<file path="src/rtl/serial_logic_unit.sv">
// serial_logic_unit: bit-serial evaluator of eight two-input bitwise functions.
// Operands are latched on start and processed one bit per clock, LSB first,
// under a start/busy/done handshake. Result and zero hold the last completed
// value and change only when an operation finishes.
// Optional build macro SERIAL_LOGIC_UNIT_PARITY_EN adds a parity output
// (XOR-reduction of result), accumulated serially while the operation runs.
module serial_logic_unit #(
    parameter int WIDTH = 8
) (
    input  logic             clk,
    input  logic             rst_n,
    input  logic             start,
    input  logic [2:0]       op,
    input  logic [WIDTH-1:0] a,
    input  logic [WIDTH-1:0] b,
    output logic             busy,
    output logic             done,
    output logic [WIDTH-1:0] result,
    output logic             zero
`ifdef SERIAL_LOGIC_UNIT_PARITY_EN
    ,
    output logic             parity
`endif
);

    localparam int CNT_W = $clog2(WIDTH) + 1;
    localparam int IDX_W = $clog2(WIDTH);
    localparam logic [CNT_W-1:0] LAST_CNT = CNT_W'(WIDTH - 1);

    typedef enum logic [1:0] {
        S_IDLE = 2'd0,
        S_RUN  = 2'd1,
        S_DONE = 2'd2
    } state_t;

    state_t             state_q;
    state_t             state_d;
    logic [CNT_W-1:0]   cnt_q;
    logic [WIDTH-1:0]   a_q;
    logic [WIDTH-1:0]   b_q;
    logic [2:0]         op_q;
    logic [WIDTH-1:0]   sh_q;
    logic [WIDTH-1:0]   sh_nxt;
    logic [IDX_W-1:0]   idx;
    logic               bit_v;
    logic               last_bit;
`ifdef SERIAL_LOGIC_UNIT_PARITY_EN
    logic               par_acc_q;
`endif

    // Per-bit boolean function selected by the latched op code.
    function automatic logic eval_bit(input logic [2:0] sel, input logic x, input logic y);
        logic r;
        case (sel)
            3'b000:  r = x & y;
            3'b001:  r = x | y;
            3'b010:  r = ~(x & y);
            3'b011:  r = ~(x | y);
            3'b100:  r = x ^ y;
            3'b101:  r = ~(x ^ y);
            3'b110:  r = x & ~y;
            default: r = ~x & y;
        endcase
        return r;
    endfunction

    // State register.
    always_ff @(posedge clk or negedge rst_n) begin
        if (!rst_n) begin
            state_q <= S_IDLE;
        end else begin
            state_q <= state_d;
        end
    end

    // Next-state logic: start is only honoured in IDLE; DONE lasts one cycle.
    always_comb begin
        state_d = state_q;
        case (state_q)
            S_IDLE:  if (start) state_d = S_RUN;
            S_RUN:   if (last_bit) state_d = S_DONE;
            S_DONE:  state_d = S_IDLE;
            default: state_d = S_IDLE;
        endcase
    end

    // Handshake outputs decoded purely from the registered state.
    always_comb begin
        busy = (state_q == S_RUN);
        done = (state_q == S_DONE);
    end

    // Current bit's function value and the shift register after inserting it.
    always_comb begin
        idx      = cnt_q[IDX_W-1:0];
        last_bit = (cnt_q == LAST_CNT);
        bit_v    = eval_bit(op_q, a_q[idx], b_q[idx]);
        sh_nxt   = {bit_v, sh_q[WIDTH-1:1]};
    end

    // Operand capture, serial shift, and publication of the completed result.
    always_ff @(posedge clk or negedge rst_n) begin
        if (!rst_n) begin
            a_q       <= '0;
            b_q       <= '0;
            op_q      <= '0;
            cnt_q     <= '0;
            sh_q      <= '0;
            result    <= '0;
            zero      <= 1'b1;
`ifdef SERIAL_LOGIC_UNIT_PARITY_EN
            par_acc_q <= 1'b0;
            parity    <= 1'b0;
`endif
        end else begin
            case (state_q)
                S_IDLE: begin
                    if (start) begin
                        a_q       <= a;
                        b_q       <= b;
                        op_q      <= op;
                        cnt_q     <= '0;
                        sh_q      <= '0;
`ifdef SERIAL_LOGIC_UNIT_PARITY_EN
                        par_acc_q <= 1'b0;
`endif
                    end
                end
                S_RUN: begin
                    sh_q <= sh_nxt;
`ifdef SERIAL_LOGIC_UNIT_PARITY_EN
                    par_acc_q <= par_acc_q ^ bit_v;
`endif
                    if (last_bit) begin
                        cnt_q  <= '0;
                        result <= sh_nxt;
                        zero   <= (sh_nxt == '0);
`ifdef SERIAL_LOGIC_UNIT_PARITY_EN
                        parity <= par_acc_q ^ bit_v;
`endif
                    end else begin
                        cnt_q <= cnt_q + CNT_W'(1);
                    end
                end
                default: begin
                end
            endcase
        end
    end

endmodule

</file>
<file path="config.mk">
export PLATFORM = sky130hd
export DESIGN_NAME = serial_logic_unit
export DESIGN_NICKNAME = d
export VERILOG_FILES = /design/src/rtl/serial_logic_unit.sv
export SDC_FILE = /design/constraint.sdc
export NUM_CORES = 1
export LEC_CHECK = 0
export ABC_AREA = 1
export ABC_CLOCK_PERIOD_IN_PS = 2100
export BUFFER_PORTS_ARGS = -buffer_cell sky130_fd_sc_hd__buf_2
export CAP_MARGIN = 20
export CORE_MARGIN = 2
export CORE_UTILIZATION = 45
export DETAILED_ROUTE_END_ITERATION = 16
export PLACE_DENSITY = 0.66
export SYNTH_ARGS = -nofsm -noshare
export SYNTH_HDL_FRONTEND = slang
export SYNTH_SLANG_ARGS = --single-unit
</file>
<file path="constraint.sdc">
create_clock -name clk -period 2.1 [get_ports clk]
set_input_delay 0.21 -clock clk [delete_from_list [all_inputs] [get_ports clk]]
set_output_delay 0.21 -clock clk [all_outputs]
set_load 0.03 [all_outputs]
</file>
=== After elaboration in Yosys (flattened, before gate mapping) ===
Cells that the tools add are included.

* Flip-flop bits (word level): 42
* Input bits: 22
* Output and inout port bits: 11
* Word-level logic and storage cells: 52

* $add $sub $neg: 1
* Order comparisons: 1
* Eq/ne operators: 11
* Multiplexer cells: 13
* Bitwise logic cells: 10
* Reductions and logical operators: 8

{| class="wikitable"
|+ Operator list
! operator !! number
|-
| $pmux 8 s2 || 1
|-
| $eq 3x3->1 const B || 3
|-
| $logic_not 8->1 || 1
|-
| $mux 4 || 2
|-
| $mux 8 || 1
|-
| $pmux 4 s2 || 1
|-
| $reduce_and 2->1 || 4
|-
| $pmux 1 s7 || 1
|-
| $bmux 1 s3 || 2
|-
| $eq 3x2->1 const B || 2
|-
| $not 1->1 || 5
|-
| $add 4x1->4 const B || 1
|-
| $eq 4x3->1 const B || 1
|-
| $lt 3x4->1 const B || 1
|-
| $mux 2 || 2
|-
| $pmux 2 s2 || 1
|-
| $and 1x1->1 || 3
|-
| $eq 3x1->1 const B || 1
|-
| $logic_not 3->1 || 1
|-
| $eq 2x1->1 const B || 1
|-
| $eq 2x2->1 const B || 1
|-
| $logic_not 2->1 || 1
|-
| $mux 1 || 2
|-
| $ne 2x1->1 const B || 1
|-
| other kinds (4) || 4
|}

=== Longest topological paths before layout ===
Gate-level depths: netlist of the first run.

* Depth in word-level cells: 6
* Mapped depth: 17
* Mapped depth without buffers: 16

=== Least setup slack after synthesis of the first run ===
Ideal clock, no wire load.

* Path type: reg-to-reg
* Start: reg cnt_q[0]
* End: reg result[7]
* Library setup time: 0.117 ns
* Data arrival time: 1.678 ns
* Data required time: 1.983 ns
* Setup slack: 0.305 ns
* Cell stages (with the launch flop): 15
* Buffers on the path: 1
* Period minus slack after synthesis: 1.795 ns
* Cells stage by stage: dfrtp_1 > buf_2 > a21oi_1 > o21ai_0 > nand2_1 > nand2_1 > nand2_1 > inv_1 > ha_1 > inv_1 > nand2_1 > nand3_1 > nand3_1 > nand3_1 > nand2_1

* Cells in the longest elaborated chain, start to end: 5
* Elaborated cells on any way between the ends: 17
* Classes of those cells: 1 x eq/ne; 5 x mux; 10 x bitwise; 1 x reduce/logical

{| class="wikitable"
|+ RTL lines
! what !! line !! RTL
|-
| start, declared || 38 || <nowiki>logic [CNT_W-1:0] cnt_q;</nowiki>
|-
| start signal, assigned || 142 || <nowiki>cnt_q <= cnt_q + CNT_W'(1);</nowiki>
|-
| $bmux 1 s3 || 97 || <nowiki>bit_v = eval_bit(op_q, a_q[idx], b_q[idx]);</nowiki>
|-
| $mux 1 (not written as such) || 97 ||
|-
| $not 1->1 (tied with other cells) || 62 || <nowiki>default: r = ~x & y;</nowiki>
|-
| $and 1x1->1 (tied with other cells) || 62 ||
|-
| $pmux 1 s7 || 54 || <nowiki>case (sel)</nowiki>
|-
| end signal, assigned || 136 || <nowiki>result <= sh_nxt;</nowiki>
|-
| end, declared || 18 || <nowiki>output logic [WIDTH-1:0] result,</nowiki>
|}

Several ways; a longest one is shown, not always the timed one. The select of a mux whose other input is x is not followed.
A chain may end at the register's enable or synchronous reset.

=== Worst setup path after layout of the first run ===
* Start: reg cnt_q[0]
* End: reg sh_q[7]

* Cells in the longest elaborated chain, start to end: 6
* Elaborated cells on any way between the ends: 16
* Classes of those cells: 6 x mux; 10 x bitwise

{| class="wikitable"
|+ RTL lines
! what !! line !! RTL
|-
| $bmux 1 s3 || 97 ||
|-
| $mux 1 (not written as such) || 97 ||
|-
| $not 1->1 (tied with other cells) || 62 ||
|-
| $and 1x1->1 (tied with other cells) || 62 ||
|-
| $pmux 1 s7 (*) || 54 ||
|-
| $pmux 8 s2 (*) || 116 || <nowiki>case (state_q)</nowiki>
|-
| end signal, assigned || 130 || <nowiki>sh_q <= sh_nxt;</nowiki>
|-
| end, declared || 42 || <nowiki>logic [WIDTH-1:0] sh_q;</nowiki>
|}

Every way passes the cells marked *; elsewhere a longest branch is shown, timed or not. The select of a mux whose other input is x is not followed.

==> impl_metrics.yaml, run 1 <==
logic_synthesis:
  yosysSeqAreaShare: 0.530
  syn_area_um2: 1940
  yosys_warnings: 0
  syn_area_per_cell_um2: 8.46
  synthesis.nets: 256
  synth-seq-cells: 41
  synth_cell_types: 24
  synth_cells: 229
routing:
  m1WireLength_um: 1720
  routed-wl-met2_um: 1770
  vias: 1556
  drc: 0
  antenna_left: 0
  via_per_inst: 4.85
  wl_per_cell_um: 11.6
  route.top_layer_used: "met4"
  dr_wl_met3_um: 160
  first_iter_violations: 83
  drtPass1Iterations: 4
  wl_um: 3720
status:
  status: "finished clean"
floorplanning:
  dieArea_um2: 4850
  rows: 23
  coreArea_um2: 4090
  ios: 33
  dieWidth_um: 69.6
  start_util: 0.474
  die_y_um: 69.6
setup_path:
  crit_start: "cnt_q[0]$_DFFE_PN0P_"
  r2r_setup_slack_ns: 0.21
  crit_end: "sh_q[7]$_DFFE_PN0P_"
  r2r_end: "sh_q[7]$_DFFE_PN0P_"
  r2r-start: "cnt_q[0]$_DFFE_PN0P_"
  cp.required_ns: 2.29
  r2r.worst_path.cells: 14
  cp-start-kind: "flop"
  end_kind: "flop"
  cp_max_fo: 7
  worstSetupPathType: "flop to flop"
  critPathArrivalTime_ns: 2.08
clock_tree:
  clockRootBuffer: "clkbuf_8"
  clock_sinks: 41
  clkTransAtPathRegs_ns: 0.08
  cts_buffer_depth: 2
  htree_levels: 2
  cts_tree: "built"
  clock_latency_ns: 0.30
  cts_buffers: 5
power_and_ir_drop:
  pwr-share-seq: 0.361
  pwr-share-clk: 0.172
  ir_worst_vdd_uv: 625
  comb_power_share: 0.468
  p_sw_frac: 0.428
  power_switching_uw: 1640
  p_int_uw: 2200
  p_leak_uw: 0.00124
  power.density_nw_per_um2: 1660
final_layout:
  num_antenna_cells: 0
  area_growth_pct: 19.4
  drive_gt1_frac: 0.251
  stdcell_count: 321
  final_cell_mix: "81 x nand2_1, 38 x dfrtp_1, 32 x buf_2"
  layout_commonest_cell: "nand2_1"
  fillCellCount: 401
  final_nets: 297
sta:
  fin_crit_sh: 0.898
  maxSlewViolCount: 0
  hold_violations: 0
  fin_crit_ns: 1.89
  finalClockSkew_ns: 0.00647
  rsz0062_at_grt: "no"
  finalSetupViolCount: 0
  relSlewSlack: 0.559
  worst_pin_slew_ns: 0.660
  max_freq_mhz: 530
  tns_ns: 0
global_routing:
  antenna_found_initial: 0
  grt_pass1_vias: 1583
  grt_pass1_wl_um: 6830
  grt_use_total: 0.177
  overflow: 0
  grt_max_degree: 25
placement:
  place_congestion: 0.785
  dp_hpwl_um: 2590
  dp_cells: 308
  port_buffers: 32
job:
  cap_violations: 0
min_path:
  worst_hold_path_type: "input port to flop"
-- cell usage after synthesis, drive strengths merged --
cell type  instances  area (µm²)
ha                 5        62.6
dfstp              1        26.3
nand3             10        67.6
o22ai              7        43.8
dfrtp             40        1000
o21ai             23         138
clkbuf             1        3.75
inv               28         110
nand2             86         330
nand4              1        6.26
xor2               1        8.76
a21oi              3        15.0
nor2              18        91.3
buf                4        26.3
o21a               1        7.51
-- how the worst min path moves through the flow --
| stage | endpoint | start | depth (start not counted) | slack, ns |
|---|---|---|---|---|
| 2_1_floorplan | a_q[0]$_DFFE_PN0P_ | rst_n | 0 | -0.09 |
| 3_3_place_gp | result[7]$_DFFE_PN0P_ | rst_n | 1 | 0.17 |
| 3_5_place_dp | result[7]$_DFFE_PN0P_ | rst_n | 1 | 0.17 |
| 4_1_cts | a_q[2]$_DFFE_PN0P_ | a[2] | 3 | 0.1 |
| 5_1_grt | a_q[6]$_DFFE_PN0P_ | a[6] | 3 | 0.1 |
| 6_report | a_q[2]$_DFFE_PN0P_ | a[2] | 3 | 0.1 |
-- worst max-delay path, cell delays in order (launching register included) --
cell     delay, ns
dfrtp_2       0.43
buf_4         0.17
a21oi_1       0.13
o21ai_1       0.08
nand2_1       0.06
nand2_1       0.06
nand2_2       0.08
inv_1         0.06
ha_1          0.29
inv_1         0.06
nand2_1       0.06
nand3_1       0.09
nand3_2       0.09
nand3_1       0.08
nand2_1       0.05
-- flip-flops by register name, summed over array words and instances, names as in the netlist --
name and cells:
op_q 3, a_q 8, zero 1, state_q 2, cnt_q 4, sh_q 7, result 8, b_q 8
-- routing by layer --
metal | GRT usage | up-vias
li1 | - | 800
met1 | 0.208 | 715
met2 | 0.307 | 34
met3 | 0.0523 | 7
met4 | 0.0641 | 0
met5 | 0 | -
-- what timing repair did --
action	4_1_cts	5_1_grt
hold buffers	1	0
endpoints found under the setup margin	0	3
setup buffers	0	4
resized for setup	0	10
hold endpoints to repair	17	0
-- power groups by stage --
stage	logic, µW	registers (µW)	clock network (µW)
2_1_floorplan	1210	1490	0
3_3_place_gp	1650	1410	0
3_5_place_dp	1690	1410	0
4_1_cts	1700	1400	673
5_1_grt	2100	1430	711
6_report	1790	1380	658
-- cell type report --
class	instances	area (µm²)	share of cell area
clock buffers	7	86.3	0.0373
clock inverters	1	30.0	0.0130
inverters	28	110	0.0476
multi-input cells	155	781	0.337
flip-flops and latches	41	1030	0.445
well taps	50	62.6	0.0270
repair buffers	39	215	0.0930
-- metrics by stage --
step           power (µW)  instance area [µm²]  worst slack, ns  hold slack [ns]  utilization
4_1_cts              3770                 2270           0.0554           0.0977        0.556
3_3_place_gp         3050                 2150            0.147            0.169        0.525
5_1_grt              4240                 2310          0.00521           0.0966        0.566
3_5_place_dp         3100                 2150           0.0567            0.168        0.525
6_report             3840                 2310            0.215           0.0971        0.566
2_1_floorplan        2690                 1940            0.305          -0.0856            -
-- cells by family after synthesis --
| group | share of synthesized area |
|---|---|
| AND/OR/NAND/NOR | 0.256 |
| buffers and inverters | 0.0723 |
| flip-flops | 0.530 |
| AO/OA/AOI/OAI | 0.105 |
| XOR/XNOR | 0.00452 |
| adder cells (fa/ha/maj) | 0.0323 |
Note: power is estimated with default switching activity, not from simulation.
==> run 2, diff against run 1 <==
--- a/config.mk
+++ b/config.mk
@@ -9,6 +9,7 @@
 export ABC_CLOCK_PERIOD_IN_PS = 2100
 export BUFFER_PORTS_ARGS = -buffer_cell sky130_fd_sc_hd__buf_2
 export CAP_MARGIN = 20
+export CORE_ASPECT_RATIO = 0.6
 export CORE_MARGIN = 2
 export CORE_UTILIZATION = 45
 export DETAILED_ROUTE_END_ITERATION = 16
==> run 2 against run 1 <==
Effect of this change: wire length increased by 3.5%; sequential power about the same; clock skew decreased by 0.00093 ns; flip-flop and latch count unchanged; final cell count increased by 3.1%; hold slack improved by 0.0081 ns; total power decreased by 0.64%; design area about the same; fmax increased by 0.47%; combinational power about the same; largest power group unchanged; highest routed layer unchanged; critical endpoint is now zero$_DFFE_PN1P_; clock power decreased by 6.5%; global-route usage increased by 0.076 points.
==> impl_metrics.yaml, run 2 (synthesis gave the netlist of run 1 again) <==
setup_path:
  critPathMostFrequentCell: "nand2_1"
  crit_buf_inv: 3
  cp_top_family: "simple AND/OR/NAND/NOR gates"
  cp-start-kind: "flop"
  cp_slowest_cell: "dfrtp_2"
  cp.required_ns: 2.33
  end_kind: "flop"
  cp_slowest_stage_delay_ns: 0.40
  cp_max_fo: 6
  worstSetupPathType: "flop to flop"
  critical_path.cell_chain: "clkbuf_2 -> a21oi_1 -> o21ai_0 -> nand2_1 -> nand2_1 -> nand2_2 -> inv_1 -> ha_1 -> inv_1 -> nand2_1 -> nand2_1 -> nand2_1 -> nand3_2 -> nand2_1 -> nand2_1 -> nand2_1"
  critPathArrivalTime_ns: 2.10
placement:
  dp_hpwl_um: 2770
  dp_worst_setup_slack_ns: 0.0378
  place_congestion: 0.869
  port_buffers: 32
  dp_cells: 318
sta:
  holdWs_ns: 0.105
  fin_crit_sh: 0.893
  finalSetupViolCount: 0
  rsz0062_at_grt: "no"
  fin_crit_ns: 1.88
  relSlewSlack: 0.550
  worst_pin_slew_ns: 0.675
  max_freq_mhz: 533
  hold_violations: 0
  maxSlewViolCount: 0
  fin_ws_ns: 0.224
  tns_ns: 0
  finalClockSkew_ns: 0.00554
final_layout:
  final_nets: 297
  drive_gt1_frac: 0.251
  stdcell_count: 331
  final_cell_mix: "81 x nand2_1, 38 x dfrtp_1, 32 x buf_2"
  area_growth_pct: 19.5
  num_antenna_cells: 0
  reg_top3: "a_q: 8 flops, b_q: 8 flops, result: 8 flops"
  fillCellCount: 407
  layout_commonest_cell: "nand2_1"
floorplanning:
  rows: 18
  dieArea_um2: 4870
  ios: 33
  start_util: 0.470
  dieWidth_um: 88.7
  coreArea_um2: 4120
  die_y_um: 54.8
routing:
  drtPass1Iterations: 4
  first_iter_violations: 111
  drc: 0
  antenna_left: 0
  wl_per_cell_um: 11.6
  vias: 1511
  via_per_inst: 4.56
  wl_um: 3850
job:
  cap_violations: 0
status:
  status: "finished clean"
global_routing:
  grt_pass1_vias: 1328
  antenna_found_initial: 0
  grt_pass1_wl_um: 6270
  overflow: 0
  grt_use_total: 0.178
  grt_max_degree: 29
clock_tree:
  cts_tree: "built"
  clockRootBuffer: "clkbuf_8"
  clkTransAtPathRegs_ns: 0.08
  clock_sinks: 41
  htree_levels: 2
  cts_buffer_depth: 2
  cts_buffers: 5
  clock_latency_ns: 0.29
power_and_ir_drop:
  power.density_nw_per_um2: 1650
  p_leak_uw: 0.00123
  total_power_uw: 3810
  ir_worst_vdd_uv: 570
min_path:
  worst_hold_path_type: "input port to flop"
## run 2: changes by cell type in the layout (fill, tap and decap cells not counted), sizes merged
cell    change
buf         -1
clkinv      +1
## run 2: final timing paths
check / cells after the start / end / from / slack (ns)
setup / recovery: 16 / zero$_DFFE_PN1P_ / cnt_q[0]$_DFFE_PN0P_ / 0.22
hold / removal: 3 / a_q[0]$_DFFE_PN0P_ / a[0] / 0.11
setup reg to reg: 16 / zero$_DFFE_PN1P_ / cnt_q[0]$_DFFE_PN0P_ / 0.22
hold reg to reg: 2 / zero$_DFFE_PN1P_ / zero$_DFFE_PN1P_ / 0.47
max in group asynchronous: 3 / cnt_q[1]$_DFFE_PN0P_ / rst_n / 1.09
min in group asynchronous: 2 / result[7]$_DFFE_PN0P_ / rst_n / 0.34
## run 2: tightest hold or removal path, cell delays in order
cell	delay, ns
buf_2	0.07
nand2_1	0.04
nand2_1	0.04
## run 2: metal layers
layer  part of all wire  vias up  global-route usage
met4              0.013        0              0.0682
li1                   -      803                   -
met3              0.043        5              0.0498
met2               0.38       29               0.231
met5                  0        -                   0
met1               0.56      674               0.273
## run 2: repair_timing
item                       in CTS  in global routing
buffers inserted                0                  4
hold buffers                    1                  0
hold endpoints to repair       12                  0
setup endpoints to repair       0                  3
gates resized for setup         0                  6
## run 2: per-stage QoR
step / util / cell area [µm²]
6_report: 0.562 / 2320
5_1_grt: 0.562 / 2320
4_1_cts: 0.552 / 2280
3_5_place_dp: 0.524 / 2160
3_3_place_gp: 0.524 / 2160
2_1_floorplan: - / 1940
## run 2: cell type report
type	instances	area (µm²)	area share
Sequential cell	41	1030	0.445
Multi-Input combinational cell	155	781	0.337
Timing Repair Buffer	39	213	0.0918
Inverter	28	110	0.0475
Tap cell	60	75.1	0.0324
Clock buffer	6	72.6	0.0313
Clock inverter	2	35.0	0.0151
## run 2: power by group
| part | internal, µW | switching [µW] |
|---|---|---|
| logic | 643 | 1170 |
| registers | 1160 | 227 |
| clock network | 353 | 262 |
| total | 2150 | 1660 |
==> run 3, diff against run 2 <==
--- a/config.mk
+++ b/config.mk
@@ -12,7 +12,10 @@
 export CORE_ASPECT_RATIO = 0.6
 export CORE_MARGIN = 2
 export CORE_UTILIZATION = 45
+export CTS_CLUSTER_DIAMETER = 30
 export DETAILED_ROUTE_END_ITERATION = 16
+export GPL_ROUTABILITY_DRIVEN = 0
+export GPL_TIMING_DRIVEN = 0
 export PLACE_DENSITY = 0.66
 export SYNTH_ARGS = -nofsm -noshare
 export SYNTH_HDL_FRONTEND = slang
==> run 3 against run 2 <==
Effect of this change: critical path depth shrank 2; total power down 0.25%; clock power fell by 18%; register-to-register slack about the same; count of clock-buffer cells in the layout unchanged; sequential share of layout area down 0.072 points; flip-flop and latch count is the same; worst setup slack worse by 0.015 ns; wire length up 2.9%; sequential power barely moved; utilization up 0.091 points; design area up 0.16%; largest power group unchanged.
==> impl_metrics.yaml, run 3 (synthesis gave the netlist of run 1 again) <==
setup_path:
  worstSetupPathType: "flop to flop"
  cp_top_family: "simple AND/OR/NAND/NOR gates"
  end_kind: "flop"
  cp_slowest_stage_delay_ns: 0.45
  cp-start-kind: "flop"
  cp_slowest_cell: "dfrtp_2"
  critPathMostFrequentCell: "nand2_1"
  critPathArrivalTime_ns: 2.09
  crit_buf_inv: 3
  critical_path.cell_chain: "buf_6 -> a21oi_1 -> o21ai_1 -> nand2_1 -> nand2_1 -> nand2_2 -> inv_1 -> ha_1 -> inv_1 -> nand2_2 -> nand3_1 -> nand3_2 -> nand3_1 -> nand2_1"
  cp.required_ns: 2.30
  cp_max_fo: 8
final_layout:
  num_antenna_cells: 0
  area_growth_pct: 19.7
  seqCellArea_um2: 1030
  final_nets: 300
  multiInputGateArea_um2: 788
  drive_gt1_frac: 0.266
  stdcell_count: 334
  final_cell_mix: "80 x nand2_1, 38 x dfrtp_1, 34 x buf_2"
  fillCellCount: 423
  layout_commonest_cell: "nand2_1"
  reg_top3: "a_q: 8 flops, b_q: 8 flops, result: 8 flops"
  final_core_util: 0.563
job:
  cap_violations: 0
sta:
  maxSlewViolCount: 0
  hold_violations: 0
  fin_ws_ns: 0.209
  tns_ns: 0
  worst_pin_slew_ns: 0.923
  finalClockSkew_ns: 0.00591
  finalSetupViolCount: 0
  relSlewSlack: 0.385
  max_freq_mhz: 529
  fin_crit_ns: 1.89
  fin_crit_sh: 0.900
clock_tree:
  cts_tree: "built"
  clock_latency_ns: 0.30
  clkTransAtPathRegs_ns: 0.08
  clockRootBuffer: "clkbuf_8"
  cts_buffer_depth: 2
  cts_buffers: 5
  htree_levels: 2
  clock_sinks: 41
  cts_hold_buffers: 0
routing:
  drtPass1Iterations: 4
  wl_um: 3960
  wl_per_cell_um: 11.8
  via_per_inst: 4.63
  drc: 0
  vias: 1545
  first_iter_violations: 75
  antenna_left: 0
floorplanning:
  coreArea_um2: 4120
  ios: 33
  die_y_um: 54.8
  dieWidth_um: 88.7
  dieArea_um2: 4870
  start_util: 0.470
  rows: 18
global_routing:
  grt_max_degree: 42
  grt_use_total: 0.185
  grt_pass1_wl_um: 6580
  overflow: 0
  antenna_found_initial: 0
  grt_pass1_vias: 1444
placement:
  dp_hpwl_um: 2840
  dp_worst_setup_slack_ns: 0.00833
  port_buffers: 32
  dp_cells: 321
min_path:
  worst_hold_path_type: "input port to async pin"
status:
  status: "finished clean"
power_and_ir_drop:
  power.density_nw_per_um2: 1640
  p_leak_uw: 0.00124
  ir_worst_vdd_uv: 628
  total_power_uw: 3800
run 3: what timing repair did:
item | 4_1_cts | 5_1_grt
endpoints found under the setup margin | 1 | 3
pin swaps | 0 | 4
setup buffers | 0 | 5
resized for setup | 1 | 11
run 3: worst reg2reg max path, stage by stage, from the launching register on:
cell	delay (ns)
dfrtp_2	0.45
buf_6	0.15
a21oi_1	0.13
o21ai_1	0.08
nand2_1	0.06
nand2_1	0.06
nand2_2	0.10
inv_1	0.07
ha_1	0.26
inv_1	0.07
nand2_2	0.05
nand3_1	0.08
nand3_2	0.11
nand3_1	0.09
nand2_1	0.05
run 3: final timing paths:
kind	slack, ns	from	endpoint	depth (start not counted)
min in group clk	0.10	b[0]	b_q[0]$_DFFE_PN0P_	3
hold reg to reg	0.47	zero$_DFFE_PN1P_	zero$_DFFE_PN1P_	2
setup / recovery	0.21	cnt_q[0]$_DFFE_PN0P_	sh_q[7]$_DFFE_PN0P_	14
setup reg to reg	0.21	cnt_q[0]$_DFFE_PN0P_	sh_q[7]$_DFFE_PN0P_	14
hold / removal	0.03	rst_n	result[7]$_DFFE_PN0P_	1
max in group asynchronous	1.42	rst_n	cnt_q[1]$_DFFE_PN0P_	1
run 3: final cells by class:
class                   count  share of cell area
well taps                  60              0.0324
clock inverters             2             0.00432
multi-input cells         155               0.340
plain buffers               5              0.0156
inverters                  28              0.0475
repair buffers             37              0.0852
flip-flops and latches     41               0.444
clock buffers               6              0.0313
run 3: routing by layer:
metal | share of wire | vias up | routed length [µm] | track usage
met4 | 0.015 | 0 | 59 | 0.0606
met3 | 0.046 | 6 | 182 | 0.0498
met2 | 0.38 | 30 | 1510 | 0.256
li1 | - | 802 | - | -
met5 | 0 | - | 0 | 0
met1 | 0.56 | 707 | 2210 | 0.277
run 3: through the flow:
stage	hold WS, ns	area, µm²
floorplan	-0.0856	1940
CTS	0.0604	2260
finish	0.0311	2320
global placement	0.392	2170
global route	0.110	2320
detailed placement	0.388	2170
run 3: power breakdown:
group	leakage [µW]	internal (µW)	switching [µW]	total, µW
Sequential	0.000513	1160	228	1380
Combinational	0.000683	702	1210	1910
Clock	0.0000450	230	275	505
